File: src/rtl/ddr_tx.sv
// DDR transmit path: a small word FIFO feeding a posedge/negedge output pair.
// Each popped byte appears on ddr_out as its rise nibble (clk high), then its fall nibble (clk low).
module ddr_tx #(
    parameter int DEPTH     = 4,
    parameter int START_LVL = 2
) (
    input  logic                     clk,
    input  logic                     rst,
    input  logic                     tx_en,
    input  logic                     in_valid,
    input  logic [7:0]               in_data,
    output logic                     in_ready,
    output logic [3:0]               ddr_out,
    output logic                     ddr_valid,
    output logic [3:0]               q_rise,
    output logic [3:0]               q_fall,
    output logic [$clog2(DEPTH):0]   fifo_count,
    output logic                     underrun
);

    localparam int AW = $clog2(DEPTH);
    localparam int CW = AW + 1;

    typedef enum logic [1:0] {
        IDLE = 2'd0,
        FILL = 2'd1,
        RUN  = 2'd2
    } state_t;

    state_t          state_r;
    logic [7:0]      mem_r [DEPTH];
    logic [AW-1:0]   wr_ptr_r;
    logic [AW-1:0]   rd_ptr_r;
    logic [3:0]      fall_stage_r;
    logic            push_s;
    logic            pop_s;

    assign in_ready = (fifo_count != CW'(DEPTH));

    // Handshake decode; a pop only sees words already stored before this edge.
    always_comb begin
        push_s = in_valid && in_ready;
        pop_s  = (state_r == RUN) && tx_en && (fifo_count != {CW{1'b0}});
    end

    // FIFO storage
    always_ff @(posedge clk) begin
        if (push_s) begin
            mem_r[wr_ptr_r] <= in_data;
        end
    end

    // FIFO pointers and occupancy
    always_ff @(posedge clk or posedge rst) begin
        if (rst) begin
            wr_ptr_r   <= {AW{1'b0}};
            rd_ptr_r   <= {AW{1'b0}};
            fifo_count <= {CW{1'b0}};
        end else begin
            if (push_s) begin
                wr_ptr_r <= wr_ptr_r + AW'(1);
            end
            if (pop_s) begin
                rd_ptr_r <= rd_ptr_r + AW'(1);
            end
            case ({push_s, pop_s})
                2'b10:   fifo_count <= fifo_count + CW'(1);
                2'b01:   fifo_count <= fifo_count - CW'(1);
                default: fifo_count <= fifo_count;
            endcase
        end
    end

    // Transmit state machine and posedge output stage; outputs idle at zero without a pop.
    always_ff @(posedge clk or posedge rst) begin
        if (rst) begin
            state_r      <= IDLE;
            ddr_valid    <= 1'b0;
            q_rise       <= 4'h0;
            fall_stage_r <= 4'h0;
            underrun     <= 1'b0;
        end else begin
            ddr_valid    <= 1'b0;
            q_rise       <= 4'h0;
            fall_stage_r <= 4'h0;
            case (state_r)
                IDLE: begin
                    if (tx_en) begin
                        state_r <= FILL;
                    end else begin
                        state_r <= IDLE;
                    end
                end
                FILL: begin
                    if (!tx_en) begin
                        state_r <= IDLE;
                    end else if (fifo_count >= CW'(START_LVL)) begin
                        state_r <= RUN;
                    end else begin
                        state_r <= FILL;
                    end
                end
                RUN: begin
                    if (!tx_en) begin
                        state_r <= IDLE;
                    end else if (fifo_count == {CW{1'b0}}) begin
                        underrun <= 1'b1;
                        state_r  <= FILL;
                    end else begin
                        ddr_valid    <= 1'b1;
                        q_rise       <= mem_r[rd_ptr_r][3:0];
                        fall_stage_r <= mem_r[rd_ptr_r][7:4];
                        state_r      <= RUN;
                    end
                end
                default: begin
                    state_r <= IDLE;
                end
            endcase
        end
    end

    // Negedge stage re-times the fall nibble for the low phase of the same cycle.
    always_ff @(negedge clk or posedge rst) begin
        if (rst) begin
            q_fall <= 4'h0;
        end else begin
            q_fall <= fall_stage_r;
        end
    end

    // Phase mux onto the DDR pins
    always_comb begin
        if (clk) begin
            ddr_out = q_rise;
        end else begin
            ddr_out = q_fall;
        end
    end

endmodule
File: config.mk
export PLATFORM = sky130hd
export DESIGN_NAME = ddr_tx
export DESIGN_NICKNAME = d
export VERILOG_FILES = /design/src/rtl/ddr_tx.sv
export SDC_FILE = /design/constraint.sdc
export NUM_CORES = 1
export LEC_CHECK = 0
export CELL_PAD_IN_SITES_DETAIL_PLACEMENT = 1
export CELL_PAD_IN_SITES_GLOBAL_PLACEMENT = 2
export CORE_MARGIN = 10
export CORE_UTILIZATION = 39
export DETAILED_ROUTE_END_ITERATION = 8
export PLACE_DENSITY = 0.74
export SYNTH_ARGS = -nofsm -noshare
export SYNTH_HDL_FRONTEND = slang
export SYNTH_SLANG_ARGS = --single-unit
File: constraint.sdc
create_clock -name clk -period 2.55 [get_ports clk]
set_clock_uncertainty 0.05 [all_clocks]
set_input_delay 0.51 -clock clk [delete_from_list [all_inputs] [get_ports clk]]
set_output_delay 0.51 -clock clk [all_outputs]
set_load 0.02 [all_outputs]
==> results of run 1 <==
[per-layer routing]
layer	vias to the layer above	GRT usage (%)
met5	-	0
met4	0	8.10
met3	12	5.68
met2	29	16.1
met1	563	10.7
li1	508	-
[registers in the layout, indices dropped and copies added (netlist names)]
name and cells:
rd_ptr_r 2, q_rise 4, fall_stage_r 4, underrun 1, state_r 2, q_fall 4, mem_r 32, wr_ptr_r 2
fifo_count 3, ddr_valid 1
[Yosys cell counts]
master,n,area share [%]
nand4_1,1,0.29
nand2_1,1,0.18
or3b_4,1,0.53
and2_4,1,0.41
clkbuf_1,1,0.18
buf_4,1,0.35
dfrtn_1,4,4.7
and2_1,1,0.29
buf_2,1,0.23
ha_1,5,2.9
a22oi_1,1,0.35
mux2_4,1,0.70
nand3_1,1,0.23
fa_1,1,0.94
nor2_1,1,0.18
o21bai_1,1,0.35
dfrtp_1,19,22
or3_1,1,0.29
mux2_2,5,2.6
inv_1,7,1.2
xor2_1,1,0.41
and3_1,4,1.2
edfxtp_1,32,45
mux4_2,8,8.4
o21a_1,1,0.35
nor2b_1,10,2.9
xnor2_1,5,2.1
o22ai_1,1,0.29
[power groups by stage]
stage	Combinational (uW)	Sequential (uW)	Clock (uW)
detailed placement	745	1360	62.3
finish	743	1330	816
floorplan	505	1310	47.3
global placement	708	1340	62.4
global route	812	1370	893
CTS	750	1340	843
[metrics by stage]
stage                     cells  cell area (sq um)  hold slack (ns)  power, uW  setup slack, ns
after global routing        232               2740            0.327       3080           -0.506
after CTS                   229               2700            0.327       2940           -0.480
after detailed placement    216               2530            0.424       2160           -0.416
after global placement      216               2530            0.414       2110           -0.388
final                       232               2740            0.312       2890           -0.463
after floorplan             117               2150            0.462       1860          -0.0106
[kinds of logic after synthesis]
family,count (synthesis),share of synthesized area [%]
buffers and inverters,10,1.99
AND/OR/NAND/NOR,22,6.51
flip-flops,55,72.0
multiplexers,14,11.8
XOR/XNOR,6,2.46
AO/OA/AOI/OAI,4,1.35
adder cells (fa/ha/maj),6,3.87
[final cells by class]
class / instances / area [sq um]
clock buffers: 13 / 169
fillers: 494 / 2470
clock inverters: 3 / 38.8
flip-flops and latches: 55 / 1540
repair buffers: 32 / 308
inverters: 7 / 26.3
well taps: 70 / 87.6
multi-input cells: 52 / 569
[repair_timing]
| item | in CTS | in global routing |
|---|---|---|
| gates resized for setup | 45 | 3 |
| buffers inserted | 1 | 3 |
| endpoints found under the setup margin | 8 | 8 |
| hold buffers | 0 | 0 |
[critical path: stages, from the launching register on]
cell and delay [ns]:
dfrtn_1 0.35, mux2_4 0.27, buf_6 0.13
[final timing paths]
check | from | to | slack (ns) | depth (start not counted)
worst max-delay path | q_fall[3]$_DFF_NP0_ | ddr_out[3] | -0.46 | 2
worst min-delay path | rst | ddr_valid$_DFF_PP0_ | 0.31 | 2
worst max register to register | fifo_count[0]$_DFFE_PP0P_ | fifo_count[2]$_DFFE_PP0P_ | 0.19 | 8
worst min register to register | underrun$_DFFE_PP0P_ | underrun$_DFFE_PP0P_ | 0.43 | 1
max in group asynchronous | rst | q_fall[2]$_DFF_NP0_ | 0.70 | 2
min in group clk | underrun$_DFFE_PP0P_ | underrun$_DFFE_PP0P_ | 0.43 | 1
==> impl_metrics.env, run 1 <==
export IMPL_setup_slack_ns=-0.463
export IMPL_power_density_mw_per_mm2=1060
export IMPL_antennaDiodeCount=0
export IMPL_p_int_uw=2040
export IMPL_grt_pass1_wl_microns=6800
export IMPL_rsz0062_at_grt="true"
export IMPL_portBuffers=29
export IMPL_leakage_uw=0.00111
export IMPL_syn2layout_area_growth_pct=28.2
export IMPL_synth_cells=117
export IMPL_wl_met3_microns=270
export IMPL_hold_viol=0
export IMPL_outcome="complete, but fails checks"
export IMPL_grt_pass1_vias=1409
export IMPL_share_seq_of_total_power_pct=46.1
export IMPL_arrival_ns=2.45
export IMPL_final_cell_mix="edfxtp_1, clkdlybuf4s50_1, dfrtp_1, nor2b_1, clkbuf_8"
export IMPL_grt_antenna_before_repair=0
export IMPL_yosysWarnings=0
export IMPL_crit_fanout=2
export IMPL_die_h_microns=94.0
export IMPL_grt_usage_pct=10.6
export IMPL_routedWlPerCell_microns=17.7
export IMPL_row_count=26
export IMPL_grt_max_degree=17
export IMPL_p_sw_share_pct=29.4
export IMPL_first_pass_iters=4
export IMPL_vias_per_cell=4.79
export IMPL_drive_gt1_share_pct=25.9
export IMPL_synth_area_sq_mm=0.00213
export IMPL_combPwrFrac_pct=25.7
export IMPL_ir_drop_mv=0.462
export IMPL_crit_type="flip-flop to output port"
export IMPL_overflow=0
export IMPL_max_slew_margin_pct=58.6
export IMPL_fin_setup_tns_ns=-3.16
export IMPL_final_antenna_net_count=0
export IMPL_layout_nets=179
export IMPL_gp_congestion=0.702
export IMPL_start_util_pct=41.0
export IMPL_synth_fp_nets=135
export IMPL_layout_commonest_cell="edfxtp_1"
export IMPL_routed_wirelength_microns=4110
export IMPL_synth_area_per_cell_sq_um=18.2
export IMPL_violations="negative setup slack"
export IMPL_top_layer="met4"
export IMPL_p_clk_share_pct=28.2
export IMPL_met1_length_microns=1600
export IMPL_cp_start_kind="flip-flop"
export IMPL_maxSlewViolCount=0
export IMPL_via_count=1112
export IMPL_fin_util_pct=52.5
export IMPL_synth_seq_area_share_pct=72.0
export IMPL_tightest_slew_ns=0.620
export IMPL_cp_required_ns=1.99
export IMPL_die_area_sq_mm=0.00883
export IMPL_power_switching_uw=850
export IMPL_ioPinCount=30
export IMPL_wl_met2_microns=2120
export IMPL_dpl_hpwl_microns=2850
export IMPL_worstSkewPairLatency_ns=0.41
export IMPL_synth_seq_cells=55
export IMPL_worstSetupEndpointType="output port"
export IMPL_cts_tree="yes"
export IMPL_clk_pin_slew_worst_paths_ns=0.09
export IMPL_drtIter0Drc=78
export IMPL_die_x_microns=94.0
export IMPL_final_setup_viol_count=8
export IMPL_synth_distinct_cells=28
export IMPL_core_area_sq_mm=0.00520
export IMPL_drcViolationCount=0
export IMPL_hp_class="input pin to asynchronous set/reset pin"
export IMPL_cap_violations=0
Power figures use the tool's default switching activity.
==> run 2: changes to the inputs <==
- SLEW_MARGIN: default -> 5
==> results of run 2 <==
No change in the layout: final DEF, timing and power equal those of run 1.
